$ cat config.mk
export PLATFORM = sky130hd
export DESIGN_NAME = fetch_decode
export DESIGN_NICKNAME = d
export VERILOG_FILES = /design/src/rtl/fetch_decode.sv
export SDC_FILE = /design/constraint.sdc
export NUM_CORES = 1
export LEC_CHECK = 0
export ABC_CLOCK_PERIOD_IN_PS = 4350
export BUFFER_PORTS_ARGS = -buffer_cell sky130_fd_sc_hd__buf_2
export CORE_UTILIZATION = 49
export DETAILED_ROUTE_END_ITERATION = 16
export PLACE_DENSITY = 0.85
export SYNTH_ARGS = -nofsm -noshare
export SYNTH_HDL_FRONTEND = slang
export SYNTH_SLANG_ARGS = --single-unit
$ cat constraint.sdc
create_clock -name clk -period 4.35 [get_ports clk]
set_input_delay 0.2175 -clock clk [delete_from_list [all_inputs] [get_ports clk]]
set_output_delay 0.2175 -clock clk [all_outputs]
set_load 0.005 [all_outputs]
$ cat src/rtl/fetch_decode.sv
// fetch_decode: RV32I-subset front end that owns the PC, fetches over a req/ack port and issues one decoded word at a time.
// Define FETCH_DECODE_COUNT_EN to add the retired_cnt / stall_cnt event counters.
module fetch_decode #(
   parameter int                 DATA_WIDTH = 32,
   parameter int                 NAME_BITS  = 5,
   parameter int                 CTRL_BITS  = 4,
   parameter int                 PC_BITS    = 16,
   parameter logic [PC_BITS-1:0] RESET_PC   = '0
) (
   input  logic                  clk,
   input  logic                  rst,
   output logic                  imem_req,
   output logic [PC_BITS-1:0]    imem_addr,
   input  logic                  imem_ack,
   input  logic [31:0]           imem_rdata,
   input  logic                  stall,
   input  logic                  redirect,
   input  logic [PC_BITS-1:0]    redirect_pc,
   output logic                  valid,
   output logic [NAME_BITS-1:0]  rs1,
   output logic [NAME_BITS-1:0]  rs2,
   output logic [NAME_BITS-1:0]  ws,
   output logic [CTRL_BITS-1:0]  op,
   output logic                  imm_e,
   output logic [DATA_WIDTH-1:0] imm_d,
   output logic                  mem_re,
   output logic                  mem_we,
   output logic                  illegal
`ifdef FETCH_DECODE_COUNT_EN
   ,
   output logic [31:0]           retired_cnt,
   output logic [31:0]           stall_cnt
`endif
);

   localparam logic [CTRL_BITS-1:0] ALU_AND = CTRL_BITS'(4'b0000);
   localparam logic [CTRL_BITS-1:0] ALU_ADD = CTRL_BITS'(4'b0001);
   localparam logic [CTRL_BITS-1:0] ALU_OR  = CTRL_BITS'(4'b0010);
   localparam logic [CTRL_BITS-1:0] ALU_XOR = CTRL_BITS'(4'b0011);
   localparam logic [CTRL_BITS-1:0] ALU_SUB = CTRL_BITS'(4'b0110);
   localparam logic [CTRL_BITS-1:0] ALU_SLT = CTRL_BITS'(4'b0111);

   localparam logic [6:0] OPC_OP    = 7'b0110011;
   localparam logic [6:0] OPC_OPIMM = 7'b0010011;
   localparam logic [6:0] OPC_LOAD  = 7'b0000011;
   localparam logic [6:0] OPC_STORE = 7'b0100011;

   typedef enum logic [1:0] {
      S_FETCH,
      S_WAIT,
      S_ISSUE
   } state_t;

   state_t               state;
   logic [PC_BITS-1:0]   pc;
   logic                 discard;
   logic [PC_BITS-1:0]   redirect_target;

   logic [6:0]           opcode;
   logic [2:0]           funct3;
   logic [6:0]           funct7;
   logic [NAME_BITS-1:0] f_rs1;
   logic [NAME_BITS-1:0] f_rs2;
   logic [NAME_BITS-1:0] f_rd;
   logic [DATA_WIDTH-1:0] imm_i;
   logic [DATA_WIDTH-1:0] imm_s;

   logic [NAME_BITS-1:0]  d_rs1;
   logic [NAME_BITS-1:0]  d_rs2;
   logic [NAME_BITS-1:0]  d_ws;
   logic [CTRL_BITS-1:0]  d_op;
   logic                  d_imm_e;
   logic [DATA_WIDTH-1:0] d_imm_d;
   logic                  d_re;
   logic                  d_we;
   logic                  d_illegal;

   assign opcode = imem_rdata[6:0];
   assign funct3 = imem_rdata[14:12];
   assign funct7 = imem_rdata[31:25];
   assign f_rs1  = NAME_BITS'(imem_rdata[19:15]);
   assign f_rs2  = NAME_BITS'(imem_rdata[24:20]);
   assign f_rd   = NAME_BITS'(imem_rdata[11:7]);
   assign imm_i  = {{(DATA_WIDTH-12){imem_rdata[31]}}, imem_rdata[31:20]};
   assign imm_s  = {{(DATA_WIDTH-12){imem_rdata[31]}}, imem_rdata[31:25], imem_rdata[11:7]};

   // Redirect targets are word aligned; the low two bits are simply masked off.
   assign redirect_target = redirect_pc & ~PC_BITS'(3);

   assign imem_addr = pc;
   assign imem_req  = !rst && (state != S_ISSUE);

   always_comb begin
      d_rs1     = '0;
      d_rs2     = '0;
      d_ws      = '0;
      d_op      = ALU_ADD;
      d_imm_e   = 1'b0;
      d_imm_d   = '0;
      d_re      = 1'b0;
      d_we      = 1'b0;
      d_illegal = 1'b0;
      case (opcode)
         OPC_OP: begin
            d_rs1 = f_rs1;
            d_rs2 = f_rs2;
            d_ws  = f_rd;
            if (funct7 == 7'b0000000) begin
               case (funct3)
                  3'b000:  d_op = ALU_ADD;
                  3'b111:  d_op = ALU_AND;
                  3'b110:  d_op = ALU_OR;
                  3'b100:  d_op = ALU_XOR;
                  3'b010:  d_op = ALU_SLT;
                  default: d_illegal = 1'b1;
               endcase
            end else if (funct7 == 7'b0100000 && funct3 == 3'b000) begin
               d_op = ALU_SUB;
            end else begin
               d_illegal = 1'b1;
            end
         end
         OPC_OPIMM: begin
            d_rs1   = f_rs1;
            d_ws    = f_rd;
            d_imm_e = 1'b1;
            d_imm_d = imm_i;
            case (funct3)
               3'b000:  d_op = ALU_ADD;
               3'b111:  d_op = ALU_AND;
               3'b110:  d_op = ALU_OR;
               3'b100:  d_op = ALU_XOR;
               3'b010:  d_op = ALU_SLT;
               default: d_illegal = 1'b1;
            endcase
         end
         OPC_LOAD: begin
            if (funct3 == 3'b010) begin
               d_rs1   = f_rs1;
               d_ws    = f_rd;
               d_imm_e = 1'b1;
               d_imm_d = imm_i;
               d_re    = 1'b1;
            end else begin
               d_illegal = 1'b1;
            end
         end
         OPC_STORE: begin
            if (funct3 == 3'b010) begin
               d_rs1   = f_rs1;
               d_rs2   = f_rs2;
               d_imm_e = 1'b1;
               d_imm_d = imm_s;
               d_we    = 1'b1;
            end else begin
               d_illegal = 1'b1;
            end
         end
         default: d_illegal = 1'b1;
      endcase
      // Unsupported words still retire, but as a harmless NOP.
      if (d_illegal) begin
         d_rs1   = '0;
         d_rs2   = '0;
         d_ws    = '0;
         d_op    = ALU_ADD;
         d_imm_e = 1'b0;
         d_imm_d = '0;
         d_re    = 1'b0;
         d_we    = 1'b0;
      end
   end

   // Redirect in WAIT keeps the request open but marks the pending word for disposal.
   always_ff @(posedge clk) begin
      if (rst) begin
         state   <= S_FETCH;
         pc      <= RESET_PC;
         discard <= 1'b0;
         valid   <= 1'b0;
         rs1     <= '0;
         rs2     <= '0;
         ws      <= '0;
         op      <= '0;
         imm_e   <= 1'b0;
         imm_d   <= '0;
         mem_re  <= 1'b0;
         mem_we  <= 1'b0;
         illegal <= 1'b0;
      end else if (redirect) begin
         pc    <= redirect_target;
         valid <= 1'b0;
         if (state == S_WAIT && !imem_ack) begin
            state   <= S_WAIT;
            discard <= 1'b1;
         end else begin
            state   <= S_FETCH;
            discard <= 1'b0;
         end
      end else begin
         case (state)
            S_FETCH: state <= S_WAIT;
            S_WAIT: begin
               if (imem_ack) begin
                  if (discard) begin
                     discard <= 1'b0;
                     state   <= S_FETCH;
                  end else begin
                     rs1     <= d_rs1;
                     rs2     <= d_rs2;
                     ws      <= d_ws;
                     op      <= d_op;
                     imm_e   <= d_imm_e;
                     imm_d   <= d_imm_d;
                     mem_re  <= d_re;
                     mem_we  <= d_we;
                     illegal <= d_illegal;
                     valid   <= 1'b1;
                     state   <= S_ISSUE;
                  end
               end
            end
            S_ISSUE: begin
               if (!stall) begin
                  valid <= 1'b0;
                  pc    <= pc + PC_BITS'(4);
                  state <= S_FETCH;
               end
            end
            default: state <= S_FETCH;
         endcase
      end
   end

`ifdef FETCH_DECODE_COUNT_EN
   // A redirect out of ISSUE discards the word, so it does not count as retired.
   always_ff @(posedge clk) begin
      if (rst) begin
         retired_cnt <= '0;
         stall_cnt   <= '0;
      end else if (state == S_ISSUE) begin
         if (stall) begin
            stall_cnt <= stall_cnt + 32'd1;
         end else if (!redirect) begin
            retired_cnt <= retired_cnt + 32'd1;
         end
      end
   end
`endif

endmodule

# [Word level (Yosys, flattened, before mapping)]
# Cells that the tools add are included.
[totals] elab_cells=105 regBits=75
[op_classes] reduce_logical=22 n_eq_ne=18 bitwise_logic=3 muxes=47 add_sub_neg=1
[ops] cell="2-to-1 mux 32 bit" count=3
[ops] cell="one-hot mux 32 bit (3 select lines)" count=1
[ops] cell="2-to-1 mux 16 bit" count=3
[ops] cell="2-to-1 mux 5 bit" count=6
[ops] cell="one-hot mux 5 bit (2 select lines)" count=3
[ops] cell="== test 7 x 6 -> 1 bit (second input constant)" count=3
[ops] cell="2-to-1 mux 1 bit" count=18
[ops] cell="adder 16 x 3 -> 16 bit (second input constant)" count=1
[ops] cell="one-hot mux 3 bit (4 select lines)" count=1
[ops] cell="== test 3 bit (second input constant)" count=3
[ops] cell="2-to-1 mux 2 bit" count=4
[ops] cell="inequality test 2 bit (second input constant)" count=4
[ops] cell="AND reduction 2 bit" count=4
[ops] cell="AND reduction 4 bit" count=2
[ops] cell="nonzero test 2 bit" count=4
[ops] cell="== test 7 x 2 -> 1 bit (second input constant)" count=1
[ops] cell="== test 7 x 5 -> 1 bit (second input constant)" count=1
[ops] cell="logical NOT 7 bit" count=1
[ops] cell="2-to-1 mux 3 bit" count=2
[ops] cell="inequality test 3 bit (second input constant)" count=2
[ops] cell="one-hot mux 2 bit (3 select lines)" count=1
[ops] cell="one-hot mux 3 bit (2 select lines)" count=1
[ops] cell="OR reduction 2 bit" count=3
[ops] cell="OR reduction 5 bit" count=1
[ops] cell="other kinds (12)" count=18

# [Logic depth before layout (Yosys ltp)]
[depth] ltp_word=6 depth_mapped=6 ltp_nobuf=5

# [Worst setup path after synthesis]
# OpenSTA, ideal clock, no wires.
[synth_path] kind="in2reg" startpoint="input port imem_rdata[25]" endpoint="register imm_d[30]" required_time_ps=4289 arrival_time_ps=1737 setup_slack_ps=2552 stages=5 setup_ps=61 path_cell_list="or4_4 -> nor3_4 -> a31oi_4 -> nor4_4 -> a22o_1"
[synth_via] elab_chain_len=6 elab_cells_between_ends=7 classes_between="eq/ne: 1; mux: 4; reduce/logical: 2"
[synth_lines] element="start, declared" line_no="15" text="input logic [31:0] imem_rdata,"
[synth_lines] element="== test 7 x 6 -> 1 bit" line_no="117" text="end else if (funct7 == 7'b0100000 && funct3 == 3'b000) begin"
[synth_lines] element="logical AND 1 bit" line_no="117"
[synth_lines] element="2-to-1 mux 1 bit" line_no="117"
[synth_lines] element="2-to-1 mux 1 bit (*)" line_no="108" text="if (funct7 == 7'b0000000) begin"
[synth_lines] element="one-hot mux 1 bit (3 select lines) (*)" line_no="103" text="case (opcode)"
[synth_lines] element="2-to-1 mux 32 bit (*)" line_no="162" text="if (d_illegal) begin"
[synth_lines] element="end signal, assigned" line_no="214" text="imm_d <= d_imm_d;"
[synth_lines] element="end, declared" line_no="25" text="output logic [DATA_WIDTH-1:0] imm_d,"
# Every way passes the cells marked *; elsewhere a longest branch is shown, timed or not.
# A chain may end at the register's enable or synchronous reset.

# [Worst setup path in the final report]
[layout_path] startpoint="register state[0]" endpoint="register rs2[1]"
[layout_via] elab_chain_len=2
[layout_lines] element="start, declared" line_no="54" text="state_t state;"
[layout_lines] element="start signal, assigned" line_no="177" text="state <= S_FETCH;"
[layout_lines] element="start signal, assigned" line_no="194" text="state <= S_WAIT;"
[layout_lines] element="start signal, assigned" line_no="197" text="state <= S_FETCH;"
[layout_lines] element="== test 2 x 1 -> 1 bit" line_no="201" text="case (state)"
[layout_lines] element="AND reduction 4 bit (no line)"
[layout_lines] element="end signal, assigned" line_no="210" text="rs2 <= d_rs2;"
[layout_lines] element="end, declared" line_no="21" text="output logic [NAME_BITS-1:0] rs2,"
# No other way between the ends.

==> impl_results.md <==
- Count of final hold-check violations: 0
- Final setup vio count: 0
- Nets: between 400 and 500
- Final cell count without fillers: 423
- RSZ-0062 raised after global routing: no
- VDD IR-drop max: approximately 140 uV
- GPL Wtd Cong: roughly 0.84
- Total Power: about 0.00094 W
- Layout cells sized above 1: 0.3933
- Setup ws final: roughly 2.2 ns
- Post-synthesis async set-or-reset flop share: 0
- DRC viols: 0
- Die width: around 73 um
- Ant diodes: 0
- FP Rows: 25
- Leading area contributor after synthesis: dfxtp_1
- Fmax: between 400 and 500 MHz
- Primary FF master, synth: dfxtp_1
- Hold buffer count at cts: 0
- CP Data Arrival Time: 2.38 ns
- Core area: between 0.004 and 0.005 sq mm
- Dpl hpwl: 4.111 mm
- Mapped Area: roughly 0.0025 sq mm
- Cell count after synthesis: about 260
- CTS tree: built
- Placed insts: between 400 and 500
- Clock Tree Root: clkbuf_8
- Register Area: about 0.0010 sq mm
- Delay of the slowest cell on the worst path: 0.54 ns
- First-pass GRT wire length: 8.673 mm
- Crit path cell chain: nand4bb_1 > nor3_1 > nand2_1 > nor3_1 > a22o_1
- Overall routing resource usage: 0.2055
- Hold Crit Class: input port to register
- Commonest non-fill, non-tap cells in the layout: 120 x buf_2, 52 x dfxtp_1, 35 x a22o_1, 22 x nor2_1, 15 x nand2_1
- Synth unique cells: 44
- Clk sink count: 52
- Initial antenna violation count: 0
- Worst slew pin tran: 0.7481 ns
- Post-synthesis sequential area ratio: 0.4217
- Max-slew violations: 0
- Drt first pass iters: 4
- Layout area overhead: 24.38%
- Post-synth EDFFs: 0
- Area share of the largest cell type after synthesis: 0.4217
- Ports: between 100 and 150
- Buffers added on ports: 120
- PD cells: slightly above 300 mW/mm^2
- CP Class: register to register
- Final core occ: 0.6416
- Static leakage: 1.443 nW
- Grt ovf: 0
- Syn_area_per_cell: approximately 9.5 sq um
- Die area: around 0.0053 sq mm
- Crit path max fanout: 7
- Maximum clock path buffer count: 2
- Die height: approximately 73 um
- Vias: between 2000 and 2500
- Tcrit/Tclk final: 0.4897
- Post-CTS Repair Setup Buffers: 0
- R2R Setup Slk: around 2.2 ns
- H-tree Lvls: 2
- Final wirelength: 5.424 mm
- Clk Latency, worst-skew pair: around 0.3 ns
- CP Data Required Time: between 4 and 5 ns
- Layout filler cell count: roughly 440
- Slew HR: 0.5002
- Area of the multi-input gates: around 0.0012 sq mm
- CTS resizes: 0
- Status: finished clean
- Crit path time final: approximately 2.1 ns
- Ys Warns: 0
- Post-route ant nets: 0
- Vias in the first global route: between 1500 and 2000
- Slowest CP cell: nor3_1
- Largest cells by area after synthesis: dfxtp_1 42%, a22o_1 12%, buf_4 7.0%
- CP startpoint kind: register
- WL per Instance: 12.82 um
- CP endpoint kind: register
- Seq cells post-synth: 52
- Cts bufs inserted: 5
- Starting DRT DRC Count: approximately 100
- Largest net degree at the start of global routing: 34
- Clock Skew: ~0.0045 ns
- DR vias/cell: approximately 5.3
- Setup WS pre-CTS: approximately 2.2 ns
- Total negative slack: 0 ns
- Maxcap violations: 0
- Initial Util: 0.5158
- Most common cell after layout, fill and taps aside: buf_2
- Worst-path clk slew: about 0.1 ns
- CP most frequent cell: nor3_1
==> layer usage <==
layer | GRT usage | share of wire
met1 | 0.2470 | 0.45
met2 | 0.3673 | 0.47
met5 | 0 | 0
met4 | 0.05229 | 0.0070
met3 | 0.04696 | 0.065
==> logic make-up (layout without fill, tap and decap cells) <==
| kind of cell | count (synthesis) | in the layout | share of synthesized area |
|---|---|---|---|
| AO/OA/AOI/OAI | 73 | 73 | 0.2342 |
| XOR/XNOR | 10 | 10 | 0.03548 |
| adder cells (fa/ha/maj) | 1 | 1 | 0.005068 |
| buffers and inverters | 42 | 137 | 0.09934 |
| flip-flops | 52 | 52 | 0.4217 |
| multiplexers | 7 | 7 | 0.02889 |
| other | 1 | 3 | 0.001519 |
| AND/OR/NAND/NOR | 73 | 73 | 0.1738 |
==> worst max-delay path, delay by kind of cell, from the launching register on <==
family | cells | cell delay, ns
DFF | 1 | 0.48
AOI/OAI and AO/OA | 1 | 0.21
and+or+nand+nor | 4 | 1.38
==> state kept, by name, summed over array words and instances (netlist names) <==
| signal | cells |
|---|---|
| discard | 1 |
| illegal | 1 |
| imem_addr | 14 |
| imm_d | 12 |
| imm_e | 1 |
| mem_re | 1 |
| mem_we | 1 |
| op | 3 |
| rs1 | 5 |
| rs2 | 5 |
| state | 2 |
| valid | 1 |
| ws | 5 |
==> cells in the mapped netlist (2+ instances only) <==
cell type	number
a21oi_1	10
nor3b_1	2
buf_4	23
nor3_1	7
o21ai_0	6
dfxtp_1	52
nand2_1	15
o21bai_1	2
xnor2_1	9
nor2_1	23
a211oi_1	6
nand4_1	4
a311oi_1	3
mux2i_1	6
nor3_4	2
inv_1	8
a2111oi_0	2
nand3_1	4
nor4_1	4
clkbuf_1	10
and3_1	2
nor4_4	2
or3_1	2
a22o_1	35
==> power breakdown <==
| part | switching, W | internal (W) |
|---|---|---|
| registers | 0.0000121 | 0.000487 |
| logic | 0.0000574 | 0.0000462 |
| clock network | 0.000165 | 0.000173 |
==> through the flow <==
stage,hold WS (ns),instance area (sq um)
after floorplan,0.3337,2476
after global placement,0.4339,2955
after detailed placement,0.4363,2955
after CTS,0.1200,3070
after global routing,0.1194,3070
final,0.1256,3070
==> path summary, 6_finish.rpt <==
path         endpoint  cells after the start      startpoint
max            rs2[1]                      5        state[0]
min            rs1[1]                      2  imem_rdata[16]
max reg2reg    rs2[1]                      5        state[0]
min reg2reg     imm_e                      1           imm_e
==> final cells by class <==
type,count,area share
sequential,52,0.3390
clock inverter,3,0.01508
tap,67,0.02730
timing repair buffer,121,0.1980
inverter,8,0.009780
multi-input combinational,167,0.3883
clock buffer,5,0.02241
No activity file was read; power rests on OpenSTA's default activity.
